File: src/rtl/i2s_rx.sv
// I2S / MSB-justified / LSB-justified serial audio receiver.
// All three serial inputs are synchronized into clk, and words are handed off with a valid/ready handshake.
module i2s_rx #(
    parameter int SYNC_STAGES = 2
) (
    input  logic        clk,
    input  logic        rst_n,
    input  logic        sck,
    input  logic        ws,
    input  logic        sd,
    input  logic        rx_en,
    input  logic [1:0]  word_size,
    input  logic        frame_size,
    input  logic [1:0]  standard,
    input  logic        stereo,
    input  logic        mute,
    input  logic        rx_ready,
    output logic [31:0] rx_data,
    output logic        rx_left,
    output logic        rx_valid,
    output logic        overrun,
    output logic        frame_err,
    output logic        cfg_err,
    output logic [1:0]  state
);
    typedef enum logic [1:0] {
        ST_IDLE = 2'd0,
        ST_L    = 2'd1,
        ST_R    = 2'd2,
        ST_ERR  = 2'd3
    } state_e;

    typedef struct packed {
        logic [1:0] word_size;
        logic       frame_size;
        logic [1:0] standard;
        logic       stereo;
    } cfg_t;

    logic [2:0]  sync_q [SYNC_STAGES];
    logic        sck_prev_q;
    logic        ws_q;
    logic [5:0]  p_q, p_d;
    logic [30:0] sr_q, sr_d;
    cfg_t        cfg_q, cfg_live, cfg_eff;
    state_e      state_q, state_d;
    logic [31:0] data_q;
    logic        left_q, valid_q, overrun_q, frame_err_q, cfg_err_q;

    logic        sck_s, ws_s, sd_s, sck_edge, ws_chg, left_lvl, cfg_err_c, at_last;
    logic [6:0]  w_c, f_c, last_c, pos_c;
    logic        in_win, done, deliver;
    logic [31:0] word_c;

    function automatic logic [6:0] word_bits(input logic [1:0] code);
        case (code)
            2'b00:   return 7'd16;
            2'b01:   return 7'd24;
            default: return 7'd32;
        endcase
    endfunction

    // NOTE: the synchronizer array is reset element by element; a memory needs an explicit loop to get a reset value.
    always_ff @(posedge clk or negedge rst_n) begin
        if (!rst_n) begin
            for (int i = 0; i < SYNC_STAGES; i++) sync_q[i] <= '0;
            sck_prev_q <= 1'b0;
        end else begin
            sync_q[0] <= {sck, ws, sd};
            for (int i = 1; i < SYNC_STAGES; i++) sync_q[i] <= sync_q[i-1];
            sck_prev_q <= sck_s;
        end
    end

    assign {sck_s, ws_s, sd_s} = sync_q[SYNC_STAGES-1];
    assign sck_edge = sck_s & ~sck_prev_q;

    // NOTE: every signal driven here gets a value on every path first, so no latch is inferred.
    always_comb begin
        cfg_live  = '{word_size: word_size, frame_size: frame_size, standard: standard, stereo: stereo};
        cfg_eff   = (state_q == ST_IDLE) ? cfg_live : cfg_q;
        w_c       = word_bits(cfg_eff.word_size);
        f_c       = cfg_eff.frame_size ? 7'd32 : 7'd16;
        last_c    = f_c - 7'd1;
        cfg_err_c = rx_en && (word_size == 2'b11 || standard == 2'b11 ||
                              word_bits(word_size) > (frame_size ? 7'd32 : 7'd16));
        left_lvl  = (cfg_eff.standard != 2'b00);
        ws_chg    = ws_s ^ ws_q;
        at_last   = ({1'b0, p_q} == last_c);

        p_d = p_q;
        if (sck_edge) p_d = ws_chg ? 6'd0 : ((p_q == 6'd63) ? p_q : p_q + 6'd1);

        // I2S data lags WS by one SCK, so its bit at a WS change still belongs to the old slot.
        pos_c = (cfg_eff.standard == 2'b00) ? ({1'b0, p_q} + 7'd1) : {1'b0, p_d};
        case (cfg_eff.standard)
            2'b00: begin
                in_win = (pos_c >= 7'd1) && (pos_c <= w_c);
                done   = (pos_c == w_c);
            end
            2'b01: begin
                in_win = (pos_c < w_c);
                done   = (pos_c == w_c - 7'd1);
            end
            default: begin
                in_win = (pos_c >= f_c - w_c) && (pos_c <= last_c);
                done   = (pos_c == last_c);
            end
        endcase

        sr_d = sr_q;
        if (sck_edge && in_win) sr_d = {sr_q[29:0], sd_s};
        word_c = {sr_q, sd_s} & (32'hFFFF_FFFF >> (7'd32 - w_c));
    end

    // NOTE: sequential state uses non-blocking assignments only, so every flop samples pre-edge values.
    always_ff @(posedge clk or negedge rst_n) begin
        if (!rst_n) state_q <= ST_IDLE;
        else        state_q <= state_d;
    end

    always_comb begin
        state_d = state_q;
        if (!rx_en) begin
            state_d = ST_IDLE;
        end else if (sck_edge) begin
            unique case (state_q)
                ST_IDLE: if (ws_chg && ws_s == left_lvl && !cfg_err_c) state_d = ST_L;
                ST_L:    if (ws_chg != at_last) state_d = ST_ERR; else if (ws_chg) state_d = ST_R;
                ST_R:    if (ws_chg != at_last) state_d = ST_ERR; else if (ws_chg) state_d = ST_L;
                ST_ERR:  if (ws_chg && ws_s == left_lvl) state_d = ST_L;
                default: state_d = ST_IDLE;
            endcase
        end
    end

    always_comb begin
        deliver = sck_edge && done &&
                  (state_q == ST_L || (state_q == ST_R && cfg_q.stereo)) &&
                  (state_d == ST_L || state_d == ST_R);
    end

    always_ff @(posedge clk or negedge rst_n) begin
        if (!rst_n) begin
            ws_q  <= 1'b0;
            p_q   <= '0;
            sr_q  <= '0;
            cfg_q <= '0;
        end else begin
            if (sck_edge) ws_q <= ws_s;
            p_q  <= p_d;
            sr_q <= sr_d;
            if (state_q == ST_IDLE && state_d == ST_L) cfg_q <= cfg_live;
        end
    end

    always_ff @(posedge clk or negedge rst_n) begin
        if (!rst_n) begin
            data_q      <= '0;
            left_q      <= 1'b0;
            valid_q     <= 1'b0;
            overrun_q   <= 1'b0;
            frame_err_q <= 1'b0;
            cfg_err_q   <= 1'b0;
        end else begin
            cfg_err_q <= cfg_err_c;
            if (deliver) begin
                data_q  <= mute ? '0 : word_c;
                left_q  <= (state_q == ST_L);
                valid_q <= 1'b1;
                if (valid_q && !rx_ready) overrun_q <= 1'b1;
            end else if (valid_q && rx_ready) begin
                valid_q <= 1'b0;
            end
            if (state_d == ST_ERR && state_q != ST_ERR) frame_err_q <= 1'b1;
            if (!rx_en) begin
                overrun_q   <= 1'b0;
                frame_err_q <= 1'b0;
            end
        end
    end

    assign rx_data   = data_q;
    assign rx_left   = left_q;
    assign rx_valid  = valid_q;
    assign overrun   = overrun_q;
    assign frame_err = frame_err_q;
    assign cfg_err   = cfg_err_q;
    assign state     = state_q;
endmodule

File: config.mk
export PLATFORM = sky130hd
export DESIGN_NAME = i2s_rx
export DESIGN_NICKNAME = d
export VERILOG_FILES = /design/src/rtl/i2s_rx.sv
export SDC_FILE = /design/constraint.sdc
export NUM_CORES = 1
export LEC_CHECK = 0
export CAP_MARGIN = 5
export CORE_ASPECT_RATIO = 0.75
export CORE_UTILIZATION = 40
export DETAILED_ROUTE_END_ITERATION = 16
export PLACE_DENSITY = 0.69
export SLEW_MARGIN = 5
export SYNTH_ARGS = -nofsm -noshare
export SYNTH_HDL_FRONTEND = slang
export SYNTH_SLANG_ARGS = --single-unit
File: constraint.sdc
create_clock -name clk -period 11.7 [get_ports clk]
set_input_delay 1.755 -clock clk [delete_from_list [all_inputs] [get_ports clk]]
set_output_delay 1.755 -clock clk [all_outputs]
set_load 0.005 [all_outputs]
==> reports/metrics.cfg, run 1 <==
[placement]
routabilityCongestion = 0.895
port-buffer-count = 52
dp_hpwl_um = 6690
place_ws_ps = 5610

[sta]
relSlewSlack = 0.343
rsz0062_at_grt = false
tightest_slew_ps = 984
setup_violations = 0
finalMaxSlewViolations = 0
skew_ps = 8.77
period_needed_ps = 5650
fin_crit_sh = 0.483
final.setup.worst_slack_ps = 6050
hold_viol_final = 0
fin_tns_setup_ps = 0
maxClockFrequency_mhz = 177

[synthesis]
synth-seq-area-share = 0.496
ys_ff_latch = 90
synth_cell_type_count = 55
synth_edf_count = 0
syn-cell-area_um2 = 4540
synth_area_per_cell_um2 = 11.1
ys_warn_count = 0
netlist_instances = 408
synthFlopType = dfrtp_1
synthArstFlopShare = 1.00
syn_nets = 435

[die]
num_rows = 33
start_util = 0.413
die_h_um = 94.3
core_um2 = 11000
dieArea_um2 = 11800
die_w_um = 125
num_io_pins = 53

[clocking]
clock_sink_count = 90
cts_tree = yes
cts_resized = 0
cts_buffers = 9
cts.path.max_buffers = 2
clk_pin_slew_ps = 70
cts_max_level = 3
cts_setup_buffers = 0
clock_latency_ps = 340
clockRootBuffer = clkbuf_16
holdBufCountCts = 0

[layout]
areaGrowthSynthToFinish_pct = 19.7
fin_nets = 483
nFillCells = 1011
drive_above_1_share = 0.167
layout_commonest_cell = dfrtp_1
layout_common_cells = dfrtp_1 (90), clkdlybuf4s50_1 (51), mux2_2 (50)
diodes = 0

[setup_path]
regToRegSetupSlack_ps = 6990
critPathArrivalTime_ps = 5870
start_kind = input pin
startpoint = frame_size
r2r-end = rx_data[15]
crit_type = in -> reg
r2r_cells = 12
worst-path-max-fanout = 34
crit_required_ps = 11910
critPathCaptureType = flop
critPathCapture = rx_data[15]
r2r-start = state[0]

[pwr]
pwr_density_cell_nw_per_um2 = 144
p_total_uw = 782
peakVddDrop_mv = 0.0750
p_leak_uw = 0.00258

[detailed_routing]
vias_per_cell = 5.26
drc = 6
vias = 3153
wl_um = 9370
antenna_left = 0
first_iter_violations = 204
wl_per_cell_um = 15.6
drt-pass1-iter-count = 11

[flow_run]
drv_cap = 0

[global_routing]
antenna_found_initial = 0
grt-ovfl-total = 0
track_usage = 0.172
grt_max_degree = 65
grt_pass1_wl_um = 15800
grt_pass1_vias = 3125

[hold_path]
min_path_type = reg -> reg

[status]
violations = DRC
status = finished with violations

per-layer routing:
layer | global-route usage | wire [um]
met1 | 0.253 | 4750
met2 | 0.245 | 3870
met3 | 0.0456 | 641
met4 | 0.0488 | 114
met5 | 0 | 0
synth_stat cells, types with 4 or more instances:
master,instances,area (um^2)
mux2_2,50,563
nand4_1,4,25.0
buf_2,8,40.0
ha_1,11,138
nor2b_1,23,144
a31oi_1,4,25.0
mux2i_1,20,200
a21o_1,4,30.0
o211ai_1,4,30.0
inv_1,27,101
clkbuf_1,7,26.3
mux2_1,4,45.0
nor3_1,4,20.0
nand2_1,37,139
a21oi_1,21,105
dfrtp_1,90,2250
o21ai_0,11,55.1
nor2_1,17,63.8
where the power goes:
group	total [uW]	switching, uW	internal [uW]
registers	370	27.3	343
logic	143	72.7	70.4
clock network	269	119	150
worst min-delay path by stage:
stage / cells past startpoint / from / to
floorplan: 0 / sync_q[5] / sck_s
global placement: 0 / sync_q[4] / sync_q[1]
detailed placement: 0 / sync_q[4] / sync_q[1]
CTS: 0 / sync_q[4] / sync_q[1]
global route: 0 / sync_q[3] / sd_s
finish: 0 / sync_q[4] / sync_q[1]
cell families after synthesis:
group                    after synthesis  share of synthesized area
AO/OA/AOI/OAI                         71                      0.106
XOR/XNOR                               4                    0.00772
adder cells (fa/ha/maj)               13                     0.0391
buffers and inverters                 45                     0.0444
flip-flops                            90                      0.496
multiplexers                          74                      0.178
AND/OR/NAND/NOR                      111                      0.129
sequential cells by signal (all words and copies together), names as in the netlist:
signal / count
rx_data: 32
sr_q: 31
cfg_q: 6
p_q: 6
sync_q: 4
state: 2
cfg_err: 1
frame_err: 1
overrun: 1
rx_left: 1
rx_valid: 1
sck_prev_q: 1
sck_s: 1
sd_s: 1
ws_q: 1
worst max-delay path, cell delays in order:
cell	delay (ps)
clkdlybuf4s50_1	490
mux2i_1	520
xnor2_1	100
or3_1	390
or3_1	330
a21oi_1	180
nor3_1	90
ha_1	270
o211ai_1	90
a21oi_1	210
nand3_2	780
mux2_1	620
final cells by class:
cell class                      instances  area, um^2  area share
Tap cell                              140         175      0.0323
Clock inverter                          5        37.5     0.00691
Clock buffer                           10         239      0.0440
Sequential cell                        90        2250       0.415
Timing Repair Buffer                   55         541      0.0995
Inverter                               27         101      0.0187
Multi-Input combinational cell        273        2090       0.384
through the flow:
step | hold slack [ps] | cells | util | cell area, um^2
2_1_floorplan | 331 | 408 | - | 4540
3_3_place_gp | 334 | 585 | 0.469 | 5150
3_5_place_dp | 337 | 585 | 0.469 | 5150
4_1_cts | 352 | 600 | 0.495 | 5430
5_1_grt | 366 | 600 | 0.495 | 5430
6_report | 350 | 600 | 0.495 | 5430
Power figures use the tool's default switching activity.
==> inputs of run 2 (changes only) <==
- clock period: 11.7 -> 5.5 ns (I/O delays scaled with it)
==> run 2 against run 1 <==
The flow still finishes with violations (DRC). Global-route usage up 0.61 points. Non-clock buffer count up 2. Combinational power up 120%. Utilization up 0.39 points. Worst hold slack worse by 44 ps.
==> reports/metrics.cfg, run 2 (synthesis gave the netlist of run 1 again) <==
[setup_path]
path_cells = or2_2 -> nand2_1 -> a21boi_0 -> inv_1 -> nor2_1 -> inv_1 -> fa_1 -> inv_1 -> ha_1 -> a21o_1 -> a21oi_1 -> o21ai_0 -> a21oi_1 -> nor4b_4 -> buf_4 -> mux2_2
crit_family = simple AND/OR/NAND/NOR gates
slowest_delay_ps = 520
cp.buffers_inverters = 4
critPathCaptureType = flop
worst_path_max_delay_cell = dfrtp_1
crit_type = reg -> reg
crit_required_ps = 5730
crit_top_cell = inv_1
worst-path-max-fanout = 31
start_kind = flop
critPathArrivalTime_ps = 4650

[detailed_routing]
drc = 6
antenna_left = 0
wl_per_cell_um = 16.2
drt-pass1-iter-count = 13
wl_um = 9770
vias = 3224
first_iter_violations = 170
vias_per_cell = 5.36

[hold_path]
min_path_type = in -> async

[placement]
post_dp_cell_area_um2 = 5170
dp_hpwl_um = 6790
numPlacedInstances = 587
routabilityCongestion = 0.922
port-buffer-count = 52

[pwr]
p_int_uw = 1250
power_switching_uw = 472
pwr_density_cell_nw_per_um2 = 316
p_seq_frac = 0.458
p_sw_frac = 0.273
p_leak_uw = 0.00261
peakVddDrop_mv = 0.148
p_total_uw = 1730
p_comb_frac = 0.179
p_clk_frac = 0.363

[global_routing]
track_usage = 0.178
grt_pass1_wl_um = 16400
grt_max_degree = 81
grt_pass1_vias = 3190
antenna_found_initial = 0
grt-ovfl-total = 0

[clocking]
clk_pin_slew_ps = 70
clockRootBuffer = clkbuf_16
cts_max_level = 3
cts.path.max_buffers = 2
holdBufCountCts = 0
cts_setup_buffers = 0
cts_buffers = 9
cts_resized = 0
cts_tree = yes
clock_latency_ps = 340
clock_sink_count = 90

[status]
violations = DRC
status = finished with violations

[sta]
fin_crit_sh = 0.805
setup_violations = 0
fin_tns_setup_ps = 0
maxClockFrequency_mhz = 226
tightest_slew_ps = 1040
skew_ps = 8.53
hold_viol_final = 0
finalMaxSlewViolations = 0
period_needed_ps = 4430
relSlewSlack = 0.306
whs_ps = 306
rsz0062_at_grt = false

[die]
start_util = 0.413
die_w_um = 125
num_io_pins = 53
num_rows = 33
core_um2 = 11000
die_h_um = 94.3
dieArea_um2 = 11800

[layout]
layout_commonest_cell = dfrtp_1
instances_no_fill = 602
diodes = 0
drive_above_1_share = 0.171
fin_nets = 485
finalInstanceArea_um2 = 5470
areaGrowthSynthToFinish_pct = 20.6
largest_reg_flops = 32
layout_common_cells = dfrtp_1 (90), clkdlybuf4s50_1 (51), mux2_2 (50)

[flow_run]
drv_cap = 0

==> run 2: cell count changes in the layout (fill, tap and decap cells not counted) <==
| cell | delta |
|---|---|
| clkinv_4 | +1 |
| clkbuf_8 | +1 |
| bufinv_16 | +1 |
| inv_6 | -2 |
| buf_4 | +2 |
| clkinvlp_4 | -1 |
==> run 2: stage by stage <==
| stage | setup slack [ps] | util |
|---|---|---|
| 6_report | 1070 | 0.498 |
| 5_1_grt | 737 | 0.498 |
| 4_1_cts | 1060 | 0.498 |
| 3_5_place_dp | 756 | 0.471 |
| 3_3_place_gp | 749 | 0.471 |
| 2_1_floorplan | 1560 | - |
==> run 2: final timing paths <==
kind                       startpoint           to  slack (ps)  depth (start not counted)
max in group asynchronous       rst_n  rx_data[28]        3930                          2
hold / removal                  rst_n      cfg_err         310                          1
hold reg to reg             sync_q[3]         sd_s         350                          0
min in group clk            sync_q[3]         sd_s         350                          0
setup reg to reg             state[1]      sr_q[4]        1070                         16
setup / recovery             state[1]      sr_q[4]        1070                         16
==> run 2: final cells by class <==
cell class                 count  area [um^2]
clock buffer                  11          253
clock inverter                 4         51.3
fill                        1016         5510
inverter                      27          101
multi-input combinational    273         2090
sequential                    90         2250
tap                          140          175
timing repair buffer          57          556
==> run 2: layer usage <==
layer  track usage  wire length (um)  up-vias
met5             0                 0        -
met2         0.263              4150      101
met3        0.0495               494        8
met1         0.256              5060     1589
met4        0.0427                66        0
li1              -                 -     1526
==> run 2: power groups by stage <==
| stage | logic [uW] | registers [uW] | clock network, uW |
|---|---|---|---|
| floorplan | 224 | 776 | 0 |
| global placement | 300 | 795 | 0 |
| detailed placement | 306 | 800 | 0 |
| CTS | 308 | 789 | 645 |
| global route | 344 | 800 | 669 |
| finish | 309 | 791 | 628 |
==> inputs of run 3 (changes only) <==
- clock period: 5.5 -> 4.1 ns (I/O delays scaled with it)
==> run 3 against run 2 <==
The flow still finishes with violations (DRC). Clock power is 38% higher. Sequential power is 33% higher. Worst setup slack worse by 800 ps. Wire length hardly changed. Clock skew is 4.5 ps lower. Register-to-register slack worse by 800 ps. Sequential cell count stayed put. Critical path type unchanged. Critical endpoint is now sr_q[9]. Largest cell class unchanged. Highest routed layer unchanged.
==> reports/metrics.cfg, run 3 (synthesis gave the netlist of run 1 again) <==
[detailed_routing]
wl_um = 9760
drt-pass1-iter-count = 10
antenna_left = 0
wl_per_cell_um = 15.7
drc = 6
vias = 3244
first_iter_violations = 162
vias_per_cell = 5.22

[pwr]
p_total_uw = 2360
p_sw_frac = 0.266
p_seq_frac = 0.446
p_int_uw = 1740
p_leak_uw = 0.00271
pwr_density_cell_nw_per_um2 = 418
p_clk_frac = 0.366
peakVddDrop_mv = 0.235
power_switching_uw = 628
p_comb_frac = 0.188

[flow_run]
drv_cap = 0

[hold_path]
whs_path_depth = 0
min_path_type = reg -> reg
hold_start = sync_q[4]
worstHoldEndpoint = sync_q[1]

[placement]
dp_hpwl_um = 6950
routabilityCongestion = 0.845
port-buffer-count = 52
place_ws_ps = 36.8

[die]
core_um2 = 11000
die_w_um = 125
num_rows = 33
die_h_um = 94.3
num_io_pins = 53
dieArea_um2 = 11800
start_util = 0.413

[status]
violations = DRC
status = finished with violations

[clocking]
clock_latency_ps = 330
clock_sink_count = 90
cts_setup_buffers = 0
cts.path.max_buffers = 2
cts_max_level = 3
cts_tree = yes
cts_resized = 0
holdBufCountCts = 0
clk_pin_slew_ps = 60
clockRootBuffer = clkbuf_16
cts_buffers = 9

[global_routing]
antenna_found_initial = 0
grt-ovfl-total = 0
grt_max_degree = 67
grt_pass1_wl_um = 16400
grt_pass1_vias = 3161
track_usage = 0.181

[layout]
utilization = 0.515
fin_nets = 503
layout_common_cells = dfrtp_1 (90), clkdlybuf4s50_1 (51), mux2_2 (50)
diodes = 0
areaGrowthSynthToFinish_pct = 24.6
layout_commonest_cell = dfrtp_1
drive_above_1_share = 0.200
largest_reg_flops = 32

[setup_path]
crit_required_ps = 4320
critPathCaptureType = flop
r2r-start = p_q[1]
start_kind = flop
crit_family = compound AO/OA/AOI/OAI gates
crit_type = reg -> reg
r2r_cells = 12
critPathArrivalTime_ps = 4040
slowest_delay_ps = 480
worst_path_max_delay_cell = dfrtp_1
crit_top_cell = ha_1
regToRegSetupSlack_ps = 270
cp.buffers_inverters = 1
path_cells = ha_1 -> nand3_1 -> o32a_1 -> and2_1 -> o21a_1 -> ha_1 -> o21ai_0 -> a211o_1 -> o31a_1 -> nor4b_4 -> buf_12 -> mux2_2
worst-path-max-fanout = 31
r2r-end = sr_q[9]

[sta]
period_needed_ps = 3830
final.setup.worst_slack_ps = 273
relSlewSlack = 0.436
fin_crit_sh = 0.933
maxClockFrequency_mhz = 261
hold_viol_final = 0
finalMaxSlewViolations = 0
setup_violations = 0
skew_ps = 4.07
rsz0062_at_grt = false
tightest_slew_ps = 846

-- run 3: cell types whose count changed in the layout (fill, tap and decap cells not counted) --
cell	before	now
clkinv_2	1	2
clkbuf_1	0	2
clkinvlp_4	1	0
buf_12	0	3
bufinv_16	1	2
buf_4	6	21
clkbuf_8	2	0
-- run 3: routing by layer --
layer | wire [um] | track usage | vias to the layer above
met3 | 558 | 0.0530 | 4
met2 | 4030 | 0.254 | 93
li1 | - | - | 1565
met5 | 0 | 0 | -
met1 | 5120 | 0.269 | 1582
met4 | 58 | 0.0407 | 0
-- run 3: metrics by stage --
stage	setup TNS (ps)	hold WS [ps]	std cells	instance area [um^2]
4_1_cts	0	350	621	5650
2_1_floorplan	0	319	408	4540
3_3_place_gp	-48.5	339	605	5340
6_report	0	349	621	5650
3_5_place_dp	0	335	605	5340
5_1_grt	0	353	621	5650
-- run 3: worst max-delay path by stage --
| stage | start | end | depth (start not counted) |
|---|---|---|---|
| after global placement | standard[0] | rx_data[14] | 14 |
| after detailed placement | standard[0] | rx_data[15] | 14 |
| after CTS | p_q[1] | sr_q[27] | 12 |
| after floorplan | state[0] | sr_q[0] | 18 |
| final | p_q[1] | sr_q[9] | 12 |
| after global routing | state[1] | rx_data[15] | 13 |
-- run 3: area by class of cell --
| type | count | area (um^2) |
|---|---|---|
| sequential | 90 | 2250 |
| clock buffer | 11 | 233 |
| timing repair buffer | 75 | 728 |
| tap | 140 | 175 |
| clock inverter | 5 | 78.8 |
| multi-input combinational | 273 | 2090 |
| inverter | 27 | 101 |
| fill | 998 | 5330 |
-- run 3: worst reg2reg max path, delay by kind of cell, from the launching register on --
kind | cells | cell delay, ps
AO/OA/AOI/OAI | 5 | 1300
AND/OR/NAND/NOR | 3 | 740
adder cells (fa/ha/maj) | 2 | 590
flip-flops | 1 | 480
multiplexers | 1 | 370
buffers and inverters | 1 | 240
-- run 3: power by group through the flow --
stage	clock network, uW	logic, uW	registers [uW]
after detailed placement	0	442	1070
final	864	446	1050
after CTS	890	447	1050
after global routing	928	494	1070
after floorplan	0	301	1040
after global placement	0	435	1060
==> RTL change 1: new RTL, flow settings as in run 2 <==
Register the output `frame_err` once more, with the module's reset; this adds one clock of latency there. The other outputs are not delayed to match.
--- a/src/rtl/i2s_rx.sv
+++ b/src/rtl/i2s_rx.sv
@@ -184,7 +184,13 @@
     assign rx_left   = left_q;
     assign rx_valid  = valid_q;
     assign overrun   = overrun_q;
-    assign frame_err = frame_err_q;
+    always_ff @(posedge clk or negedge rst_n) begin
+        if (!rst_n) begin
+            frame_err <= '0;
+        end else begin
+            frame_err <= frame_err_q;
+        end
+    end
     assign cfg_err   = cfg_err_q;
     assign state     = state_q;
 endmodule
Check against the original RTL: not equivalent (Yosys sat finds a counterexample within 10 cycles, from zero or initial values and one cycle with rst_n low).
==> RTL change 1 against run 2 <==
First-iteration DRC count rose by 55%. Routed wire length shrank 1.1%. Combinational power is 9.7% lower. Cell count decreased by 1.7%. Total power is 5.9% lower. Synthesized area up 2.9%. Utilization down 0.49 points. Sequential cell count rose by 1. Design area increased by 0.50%. Setup slack worse by 0.13 ns. Clock skew decreased by 0.0028 ns.
==> RTL change 1: results <==
power_and_ir_drop:
  p_leak_nw: 2.72
  vdd_drop_max_v: 0.000146
  seqPwrFrac: 0.488
  p_sw_mw: 0.448
  comb-power_mw: 0.279
placement:
  hpwl_um: 6610
  gp_congestion: 0.850
  dp_slack_ns: 0.690
  portBuffers: 52
yosys:
  synth_top_cells_by_count: "dfrtp_1, a21o_1, nand2_1"
  synth_fp_nets: 436
  ys_seq_area_frac: 0.487
  synth-compound-area-share: 0.138
  yosys.area_share.xor_xnor: 0.00937
  yosysUniqueCellTypes: 56
  synthAdderAreaFrac: 0.0380
  yosys_warnings: 0
  muxShareOfSynthArea: 0.134
finish:
  final_layout_size_suffix_gt1_frac: 0.157
  layout.nets: 476
setup_path:
  cpPeakStageDelay_ns: 0.62
  reg2regPathDepth: 15
  cp.arrival_ns: 4.78
  cp_slowest_cell: "or4b_2"
routing:
  drt_iter0_drc: 264
  drc: 0
  dr.pass1.iters: 5
  wl_per_cell_um: 16.3
  viasPerCell: 5.48
sta:
  skew_ns: 0.00571
  tightest_slew_ns: 0.828
global_routing:
  track_usage: 0.173
  grt_max_degree: 67
  grt_pass1_wl_um: 16100
  grt_pass1_vias: 3094
cts:
  postCtsResizedCells: 0
status:
  outcome: "finished, final reports clean"
==> RTL change 1: per-stage QoR <==
step	area (um2)	hold slack (ns)	utilization	instances	total power, mW
6_report	5500	0.347	0.493	592	1.62
4_1_cts	5500	0.350	0.493	592	1.64
5_1_grt	5500	0.360	0.493	592	1.71
3_5_place_dp	5240	0.336	0.470	578	1.08
2_1_floorplan	4670	0.331	-	409	1.01
3_3_place_gp	5240	0.334	0.470	578	1.07
==> RTL change 1: area by class of cell <==
type	count	area [um2]
Clock inverter	5	32.5
Timing Repair Buffer	58	563
Inverter	12	45.0
Fill cell	980	5650
Sequential cell	91	2280
Multi-Input combinational cell	277	2180
Clock buffer	9	225
Tap cell	140	175
==> RTL change 1: worst paths after layout <==
path | startpoint | end | slack [ns]
hold reg to reg | sync_q[4]$_DFF_PN0_ | sync_q[1]$_DFF_PN0_ | 0.35
hold / removal | sync_q[4]$_DFF_PN0_ | sync_q[1]$_DFF_PN0_ | 0.35
setup / recovery | state[0]$_DFF_PN0_ | sr_q[0]$_DFFE_PN0P_ | 0.95
max in group asynchronous | rst_n | sr_q[25]$_DFFE_PN0P_ | 3.99
setup reg to reg | state[0]$_DFF_PN0_ | sr_q[0]$_DFFE_PN0P_ | 0.95
min in group asynchronous | rst_n | ws_q$_DFFE_PN0P_ | 0.38
==> RTL change 1: cell families (layout without fill, tap and decap cells) <==
kind of cell	count (synthesis)	count (layout)
AOI/OAI and AO/OA	92	92
xor gates and xnor gates	5	5
adders and majority gates	13	13
buffers and inverters	41	84
DFF	91	91
muxes	46	46
and+or+nand+nor	121	121
==> RTL change 1: metal layers <==
metal  GRT usage  wire [um]  up-vias
met4      0.0516        104        0
met1       0.254       5100     1580
li1            -          -     1563
met3      0.0511        525        9
met5           0          0        -
met2       0.242       3930       92
==> RTL change 2: new RTL, config.mk and constraints of run 2 <==
Made on the original files. Set the parameter `SYNC_STAGES` to 4 (it was 2).
--- a/src/rtl/i2s_rx.sv
+++ b/src/rtl/i2s_rx.sv
@@ -1,7 +1,7 @@
 // I2S / MSB-justified / LSB-justified serial audio receiver.
 // All three serial inputs are synchronized into clk, and words are handed off with a valid/ready handshake.
 module i2s_rx #(
-    parameter int SYNC_STAGES = 2
+    parameter int SYNC_STAGES = 4
 ) (
     input  logic        clk,
     input  logic        rst_n,
Function: changed (a bounded check fails within 4 cycles, from zero or initial values and one cycle with rst_n low).
==> RTL change 2 against run 2 <==
Sequential power increased by 5.9%. Sequential cell count rose by 6. Total power is 2.7% higher. Setup slack improved by 0.0073 ns. Synthesized area up 0.33%. Fmax rose by 0.17%. Routed wire length is 7.6% lower. Design area is 0.94% higher. Utilization grew 0.28 points.
==> RTL change 2: results <==
status:
  outcome: "finished, final reports clean"
power_and_ir_drop:
  seqPwrFrac: 0.472
  vdd_drop_max_v: 0.000212
  comb-power_mw: 0.294
  p_comb_frac: 0.166
  swShare: 0.265
  p_leak_nw: 2.55
yosys:
  synth_fp_nets: 418
  synth_top_cells_by_count: "dfrtp_1, mux2_2, nand2_1"
  synthAdderAreaFrac: 0.0390
  muxShareOfSynthArea: 0.182
  synth-compound-area-share: 0.0808
  ys_top_cells_by_area: "dfrtp_1, mux2_2, mux2i_1"
  ys_seq_area_frac: 0.527
  yosys.area_share.xor_xnor: 0.0115
global_routing:
  grt_pass1_wl_um: 15300
  track_usage: 0.167
routing:
  drt_iter0_drc: 156
  dr.pass1.iters: 7
  viasPerCell: 5.18
  vias: 3051
  wl_um: 9020
finish:
  num-clock-buffers: 10
  nonClkBufAreaFrac: 0.101
  flops_and_latches: 96
  register_area_um2: 2400
  layout.nets: 471
  clockNetworkAreaShare: 0.0566
  design_area_um2: 5530
placement:
  hpwl_um: 6230
  gp_congestion: 0.854
  placed_cells: 573
sta:
  max_slew_margin: 0.328
  skew_ns: 0.00507
setup_path:
  cp.arrival_ns: 4.64
floorplanning:
  die-area_um2: 11800
==> RTL change 2: per-layer routing <==
layer / track usage / up-vias / share of wire
met3: 0.0459 / 13 / 0.044
met2: 0.257 / 80 / 0.44
li1: - / 1467 / -
met1: 0.226 / 1491 / 0.50
met5: 0 / - / 0
met4: 0.0661 / 0 / 0.016
==> RTL change 2: worst paths after layout <==
path | start | end | slack (ns) | cells after the start
hold reg to reg | sync_q[9]$_DFF_PN0_ | sync_q[6]$_DFF_PN0_ | 0.35 | 0
setup reg to reg | state[0]$_DFF_PN0_ | sr_q[20]$_DFFE_PN0P_ | 1.08 | 17
min in group clk | sync_q[9]$_DFF_PN0_ | sync_q[6]$_DFF_PN0_ | 0.35 | 0
max in group asynchronous | rst_n | rx_data[6]$_DFFE_PN0P_ | 3.94 | 2
hold / removal | rst_n | overrun$_DFFE_PN0P_ | 0.34 | 1
setup / recovery | state[0]$_DFF_PN0_ | sr_q[20]$_DFFE_PN0P_ | 1.08 | 17
==> RTL change 2: kinds of logic (layout without fill, tap and decap cells) <==
family,after synthesis,count (layout)
AND/OR/NAND/NOR,108,108
flip-flops,96,96
multiplexers,76,76
AO/OA/AOI/OAI,51,51
buffers and inverters,41,99
adder cells (fa/ha/maj),13,13
XOR/XNOR,6,6
==> RTL change 2: critical path, stage by stage (launching register included) <==
cell and delay, ns:
dfrtp_1 0.52, or2_2 0.42, nand2_1 0.08, a21boi_0 0.44, inv_1 0.22, nor2_1 0.27
inv_1 0.09, fa_1 0.49, inv_1 0.04, ha_1 0.16, a21o_1 0.15, a21oi_1 0.14
o211ai_1 0.11, a21o_1 0.17, o31a_1 0.13, o311ai_4 0.06, buf_4 0.40, mux2_2 0.39
